### config.mk
export PLATFORM = sky130hd
export DESIGN_NAME = alu_exec
export DESIGN_NICKNAME = d
export VERILOG_FILES = /design/src/rtl/alu_pkg.sv /design/src/rtl/alu_comb.sv /design/src/rtl/alu_exec.sv
export SDC_FILE = /design/constraint.sdc
export NUM_CORES = 1
export LEC_CHECK = 0
export BUFFER_PORTS_ARGS = -buffer_cell sky130_fd_sc_hd__buf_4
export CAP_MARGIN = 20
export CORE_UTILIZATION = 45
export DETAILED_ROUTE_END_ITERATION = 16
export REMOVE_ABC_BUFFERS = 1
export SETUP_SLACK_MARGIN = 0.15
export SYNTH_ARGS = -nofsm -noshare
export SYNTH_HDL_FRONTEND = slang
export SYNTH_SLANG_ARGS = --single-unit
### constraint.sdc
create_clock -name clk -period 3.2 [get_ports clk]
set_clock_uncertainty 0.05 [all_clocks]
set_input_delay 0.32 -clock clk [delete_from_list [all_inputs] [get_ports clk]]
set_output_delay 0.32 -clock clk [all_outputs]
set_load 0.02 [all_outputs]
### src/rtl/alu_pkg.sv
// rtl/alu_pkg.sv - shared width default, op codes and FSM states for the ALU execution unit
package alu_pkg;

   localparam int WIDTH_DEF = 16;

   // Op codes 4'hD..4'hF are reserved and intentionally absent from the enum
   typedef enum logic [3:0] {
      OP_ROL  = 4'h0,
      OP_SLL  = 4'h1,
      OP_ROR  = 4'h2,
      OP_SRL  = 4'h3,
      OP_ADD  = 4'h4,
      OP_SUB  = 4'h5,
      OP_XOR  = 4'h6,
      OP_ANDN = 4'h7,
      OP_SEQ  = 4'h8,
      OP_SLT  = 4'h9,
      OP_SLE  = 4'hA,
      OP_SCO  = 4'hB,
      OP_BTR  = 4'hC
   } op_e;

   typedef enum logic [1:0] {
      ST_IDLE = 2'd0,
      ST_BUSY = 2'd1,
      ST_DONE = 2'd2
   } state_e;

   // Shift and rotate ops occupy codes 0..3
   function automatic logic is_shift(input logic [3:0] op);
      return (op[3:2] == 2'b00);
   endfunction

endpackage

### src/rtl/alu_comb.sv
// rtl/alu_comb.sv - single-cycle combinational ALU ops
module alu_comb
   import alu_pkg::*;
#(
   parameter int WIDTH = WIDTH_DEF
) (
   input  logic [3:0]       op,
   input  logic [WIDTH-1:0] a,
   input  logic [WIDTH-1:0] b,
   output logic [WIDTH-1:0] value
);

   logic [WIDTH:0]   sum_ext;
   logic [WIDTH-1:0] rev;

   assign sum_ext = {1'b0, a} + {1'b0, b};

   // Bit-reverse of operand A
   always_comb begin
      rev = '0;
      for (int i = 0; i < WIDTH; i++) begin
         rev[i] = a[WIDTH-1-i];
      end
   end

   // Op decode; shift ops only reach here with a zero amount, so they pass A through
   always_comb begin
      value = '0;
      case (op)
         OP_ROL, OP_SLL, OP_ROR, OP_SRL: value = a;
         OP_ADD:  value = sum_ext[WIDTH-1:0];
         OP_SUB:  value = b - a;
         OP_XOR:  value = a ^ b;
         OP_ANDN: value = a & ~b;
         OP_SEQ:  value = {{(WIDTH-1){1'b0}}, (a == b)};
         OP_SLT:  value = {{(WIDTH-1){1'b0}}, ($signed(a) < $signed(b))};
         OP_SLE:  value = {{(WIDTH-1){1'b0}}, ($signed(a) <= $signed(b))};
         OP_SCO:  value = {{(WIDTH-1){1'b0}}, sum_ext[WIDTH]};
         OP_BTR:  value = rev;
         default: value = '0;
      endcase
   end

endmodule

### src/rtl/alu_exec.sv
// rtl/alu_exec.sv - ALU execution unit with iterative shifter and valid/ready handshake
module alu_exec
   import alu_pkg::*;
#(
   parameter int WIDTH = WIDTH_DEF
) (
   input  logic             clk,
   input  logic             rst_n,
   input  logic             flush,
   input  logic             in_valid,
   output logic             in_ready,
   input  logic [3:0]       op,
   input  logic [WIDTH-1:0] a,
   input  logic [WIDTH-1:0] b,
   output logic             out_valid,
   input  logic             out_ready,
   output logic [WIDTH-1:0] result
);

   state_e           state;
   logic [3:0]       cnt;
   logic [3:0]       shift_op;
   logic [WIDTH-1:0] comb_value;
   logic [WIDTH-1:0] step_value;

   alu_comb #(.WIDTH(WIDTH)) u_comb (
      .op    (op),
      .a     (a),
      .b     (b),
      .value (comb_value)
   );

   // Gated by rst_n so the unit never advertises readiness while held in reset
   assign in_ready = rst_n && (state == ST_IDLE);

   // One-bit step of the iterative shifter, working on the partial result
   always_comb begin
      step_value = result;
      case (shift_op)
         OP_ROL:  step_value = {result[WIDTH-2:0], result[WIDTH-1]};
         OP_SLL:  step_value = {result[WIDTH-2:0], 1'b0};
         OP_ROR:  step_value = {result[0], result[WIDTH-1:1]};
         default: step_value = {1'b0, result[WIDTH-1:1]};
      endcase
   end

   // Control FSM, shift counter and output register; flush overrides everything
   always_ff @(posedge clk or negedge rst_n) begin
      if (!rst_n) begin
         state     <= ST_IDLE;
         result    <= '0;
         cnt       <= '0;
         shift_op  <= '0;
         out_valid <= 1'b0;
      end else if (flush) begin
         state     <= ST_IDLE;
         cnt       <= '0;
         out_valid <= 1'b0;
      end else begin
         case (state)
            ST_IDLE: begin
               if (in_valid) begin
                  if (is_shift(op) && (b[3:0] != 4'd0)) begin
                     state    <= ST_BUSY;
                     result   <= a;
                     cnt      <= b[3:0];
                     shift_op <= op;
                  end else begin
                     state     <= ST_DONE;
                     result    <= comb_value;
                     out_valid <= 1'b1;
                  end
               end
            end
            ST_BUSY: begin
               result <= step_value;
               cnt    <= cnt - 4'd1;
               if (cnt == 4'd1) begin
                  state     <= ST_DONE;
                  out_valid <= 1'b1;
               end
            end
            ST_DONE: begin
               if (out_ready) begin
                  state     <= ST_IDLE;
                  out_valid <= 1'b0;
               end
            end
            default: begin
               state     <= ST_IDLE;
               out_valid <= 1'b0;
            end
         endcase
      end
   end

endmodule

Word level (Yosys, flattened, before mapping)
Cells that the tools add are included.
{"block": "totals", "ff_bits": 27, "out_inout_bits": 18}
{"block": "classes", "addsub": 3, "n_lt_le_gt_ge": 2, "n_eq_ne": 24, "muxes": 21, "bitwise_logic": 4, "n_reduce_logical": 15}
{"operator": "$pmux W16 S10", "n": 1}
{"operator": "$pmux W16 S3", "n": 1}
{"operator": "$mux W16", "n": 2}
{"operator": "$pmux W16 S2", "n": 1}
{"operator": "$eq A4 B4 Y1 const B", "n": 5}
{"operator": "$add A16 B16 Y17", "n": 1}
{"operator": "$and A16 B16 Y16", "n": 1}
{"operator": "$eq A16 B16 Y1", "n": 1}
{"operator": "$eq A4 B3 Y1 const B", "n": 4}
{"operator": "$le A16 B16 Y1", "n": 1}
{"operator": "$lt A16 B16 Y1", "n": 1}
{"operator": "$not A16 Y16", "n": 1}
{"operator": "$sub A16 B16 Y16", "n": 1}
{"operator": "$xor A16 B16 Y16", "n": 1}
{"operator": "$eq A4 B1 Y1 const B", "n": 3}
{"operator": "$eq A4 B2 Y1 const B", "n": 3}
{"operator": "$mux W4", "n": 3}
{"operator": "$ne A3 B3 Y1 const B", "n": 4}
{"operator": "$mux W2", "n": 5}
{"operator": "$reduce_and A3 Y1", "n": 3}
{"operator": "$logic_not A4 Y1", "n": 2}
{"operator": "$pmux W4 S2", "n": 1}
{"operator": "$reduce_and A4 Y1", "n": 2}
{"operator": "$pmux W2 S3", "n": 1}
{"operator": "other kinds (14)", "n": 20}

Logic depth before layout (Yosys ltp)
{"block": "logic_depth", "depth_word": 6, "mapped_depth": 11, "mapped_depth_nobuf": 11}

Cells and area by module
A second synthesis with hierarchy kept.
{"block": "unflattened", "hier_cells": 601, "hier_area_um2": 4596.9}
{"mod": "alu_comb", "n_inst": 1, "cells_each": 406, "area_each_um2": 2768.9}
{"mod": "alu_exec", "n_inst": 1, "cells_each": 195, "area_each_um2": 1828.0}

Worst setup path before layout
No wires, ideal clock.
{"block": "synth_path", "kind": "input-to-reg", "start": "in a[0]", "end": "reg result[12]", "setup_ps": 122, "arrival_ps": 2435, "required_time_ps": 3028, "path_slack_ps": 594, "stages": 9, "path_buffers": 0, "path_cell_list": "ha_1 > fa_1 > nand2b_1 > a221oi_2 > or2_4 > a311oi_4 > nor2_2 > or4_1 > a32o_1"}
{"block": "synth_between", "elab_chain_len": 5, "elab_cells_between_ends": 6, "cone_classes": "add/sub: 2; mux: 4"}
{"item": "start: declaration", "line_no": "alu_exec.sv:13", "text": "input logic [WIDTH-1:0] a,"}
{"item": "$sub A16 B16 Y16 / $add A16 B16 Y17 (equally long branches)", "line_no": "alu_comb.sv:32, alu_comb.sv:16"}
{"item": "$pmux W16 S10 (*)", "line_no": "alu_comb.sv:29", "text": "case (op)"}
{"item": "$mux W16 (*)", "line_no": "alu_exec.sv:63", "text": "if (is_shift(op) && (b[3:0] != 4'd0)) begin"}
{"item": "$mux W16 (*)", "line_no": "alu_exec.sv:62", "text": "if (in_valid) begin"}
{"item": "$pmux W16 S2 (*)", "line_no": "alu_exec.sv:60", "text": "case (state)"}
{"item": "end signal: assignment", "line_no": "alu_exec.sv:70", "text": "result <= comb_value;"}
{"item": "end signal: assignment", "line_no": "alu_exec.sv:76", "text": "result <= step_value;"}
{"item": "end: declaration", "line_no": "alu_exec.sv:17", "text": "output logic [WIDTH-1:0] result"}
Every way passes the cells marked *; elsewhere a longest branch is shown, timed or not. The select of a mux whose other input is x is not followed.
A chain may end at the register's enable or synchronous reset.

Worst setup path in the final report
{"block": "layout_path", "start": "in a[2]", "end": "reg result[11]"}
Same word-level chain as after synthesis.

==> flow_metrics.py <==
metrics = {
    "floorplan": {
        "dieWidth_um": 101,
        "coreArea_um2": 9420,
        "fp.dieH_um": 101,
        "num_io_pins": 59,
        "die_area_um2": 10300,
        "start_util_pct": 47.3,
        "rows": 35,
    },
    "routing": {
        "routed_wl_um": 17100,
        "vias": 5175,
        "detail-route-antenna-nets": 0,
        "wl_met2_um": 7640,
        "first_iter_violations": 585,
        "drc": 0,
        "viasPerCell": 6.31,
        "wl_met1_um": 7760,
        "wire_per_inst_um": 20.8,
        "top_layer": "met4",
        "wl_met3_um": 1280,
        "first_pass_iters": 6,
    },
    "power": {
        "cellLeakagePower_uw": 0.00235,
        "pwr_density_cell_nw_per_um2": 328,
        "ir_worst_vdd_uv": 188,
    },
    "timing": {
        "setup_viol": 0,
        "setup_tns_ns": 0,
        "max_freq_mhz": 371,
        "hold_violations": 0,
        "rsz0062_at_grt": "false",
        "period_needed_ns": 2.70,
        "period_share_pct": 84.2,
        "tightest_slew_ns": 0.755,
        "worst_slack_ns": 0.505,
        "maxSlewHeadroom_pct": 48.4,
        "drv_slew": 0,
    },
    "critical_path": {
        "worstPathRequired_ns": 3.32,
        "start_kind": "input port",
        "critical_path_class": "input port to flop",
        "critPathArrivalTime_ns": 2.82,
        "endpoint_kind": "flop",
        "cp_max_fo": 12,
    },
    "grt": {
        "grt_max_degree": 29,
        "grt_pass1_vias": 4799,
        "gr-usage-all-layers_pct": 34.3,
        "grt_pass1_wl_um": 26900,
        "grt_overflow_total": 0,
        "antenna_found_initial": 0,
    },
    "yosys": {
        "seq_area_frac_synth_pct": 15.2,
        "synth_edf_count": 0,
        "async_flop_share_pct": 100,
        "synthXorXnorAreaFrac_pct": 0.787,
        "yosys.cell_types.count": 70,
        "avgSynthCellArea_um2": 6.99,
        "synth_top_family_by_area": "compound AO/OA/AOI/OAI gates",
        "yosysWarnings": 0,
        "synthMuxAreaShare_pct": 2.39,
        "synth_compound_area_share_pct": 33.7,
        "synth_top_flop_cell": "dfrtp_1",
        "synth_seq_cells": 27,
        "synth_cells": 637,
        "synth-simple-area-share_pct": 25.3,
        "synthAdderAreaFrac_pct": 14.9,
        "netlist_area_um2": 4450,
    },
    "final_layout": {
        "layout_commonest_cell": "buf_4",
        "post-route-util_pct": 54.9,
        "final_cell_mix": "buf_4 (85), nor2_1 (82), nand2_1 (54), inv_1 (53), ha_1 (50)",
        "drive_above_1_share_pct": 15.1,
        "finalNetCount": 785,
        "register_area_um2": 676,
        "fillers": 931,
        "multi_input_area_um2": 3440,
        "antennaDiodeCount": 0,
        "area_growth_syn_to_layout_pct": 16.0,
        "finalInstanceArea_um2": 5170,
    },
    "outcome": {
        "status": "finished clean",
    },
    "cts": {
        "cts_buffers": 3,
        "clock-sinks": 27,
        "cts_tree": "yes",
        "htree_num_levels": 1,
        "cts_buffer_depth": 2,
        "cts_root_buffer": "clkbuf_8",
        "cts.clk_slew.worst_paths_ns": 0.11,
        "clkLatencyLatePin_ns": 0.29,
    },
    "placement": {
        "preCtsSetupSlack_ns": 0.223,
        "portBuffers": 58,
        "dpl_cell_area_um2": 5110,
        "place_congestion": 1.00,
        "dp_hpwl_um": 13600,
    },
    "flow_run": {
        "drv_cap": 0,
    },
    "hold_path": {
        "hold_path.class": "input port to flop",
    },
}
[Yosys cell counts (12+ instances only)]
library cell,instances,share of area (%)
a211oi_1,17,2.9
nor3_1,22,2.5
nor2_1,82,6.9
a21oi_1,48,5.4
clkbuf_1,29,2.4
ha_1,50,14
nor2b_1,12,1.7
dfrtp_1,27,15
o21ai_0,44,4.9
nand2_1,54,4.6
inv_1,53,4.5
o22ai_1,12,1.7
[layer usage]
metal  GRT usage (%)  vias up
li1                -     2433
met2            54.0      262
met3            4.35       34
met4            7.58        0
met1            49.9     2446
met5               0        -
[cell type report]
type	instances	share of cell area [%]
multi-input combinational	521	66.5
sequential	27	13.1
clock buffer	4	0.872
timing repair buffer	86	12.5
tap	129	3.12
inverter	53	3.85
[what timing repair did]
action                                  CTS  global route
hold buffers                              1             0
buffers inserted                          0             0
endpoints found under the setup margin    0             0
hold endpoints to repair                 27             0
gates resized for setup                   0             0
[report_power, final]
group          switching, uW  internal (uW)  leakage [uW]
registers               74.8            402      0.000341
clock network            118           89.7     0.0000228
logic                    615            398       0.00198
[registers in the layout, indices dropped and copies added, names as in the netlist]
signal	cells
shift_op	4
cnt	4
state	2
result	16
out_valid	1
[worst paths after layout]
path,startpoint,to,slack (ns),cells after the start
max reg2reg,state[1],result[10],0.74,7
max,a[2],result[11],0.50,11
min,flush,cnt[1],0.23,2
min in group asynchronous,rst_n,shift_op[3],0.44,2
min reg2reg,result[2],result[2],0.51,2
max in group asynchronous,rst_n,cnt[3],2.37,2
[metrics by stage]
stage | hold WS, ns | total power [uW] | instances
after floorplan | -0.0256 | 1060 | 601
after global placement | 0.210 | 1470 | 815
after detailed placement | 0.214 | 1470 | 815
after CTS | 0.229 | 1680 | 820
after global routing | 0.236 | 1810 | 820
final | 0.230 | 1700 | 820
[cell families (layout without fill, tap and decap cells)]
| logic type | after synthesis | count (layout) |
|---|---|---|
| fa+ha+maj | 52 | 52 |
| xor+xnor | 4 | 4 |
| simple gates | 236 | 236 |
| mux | 10 | 10 |
| flops | 27 | 27 |
| compound gates | 219 | 219 |
| buf+inv | 89 | 143 |
[worst max-delay path, cell delays in order]
cell and delay [ns]:
buf_4 0.12, inv_1 0.05, ha_1 0.43, nor3b_1 0.36, o31ai_1 0.12, buf_4 0.15
a211oi_2 0.40, o21ai_0 0.16, mux2_2 0.30, a221oi_1 0.34, nor2_1 0.07
Power figures use the tool's default switching activity.
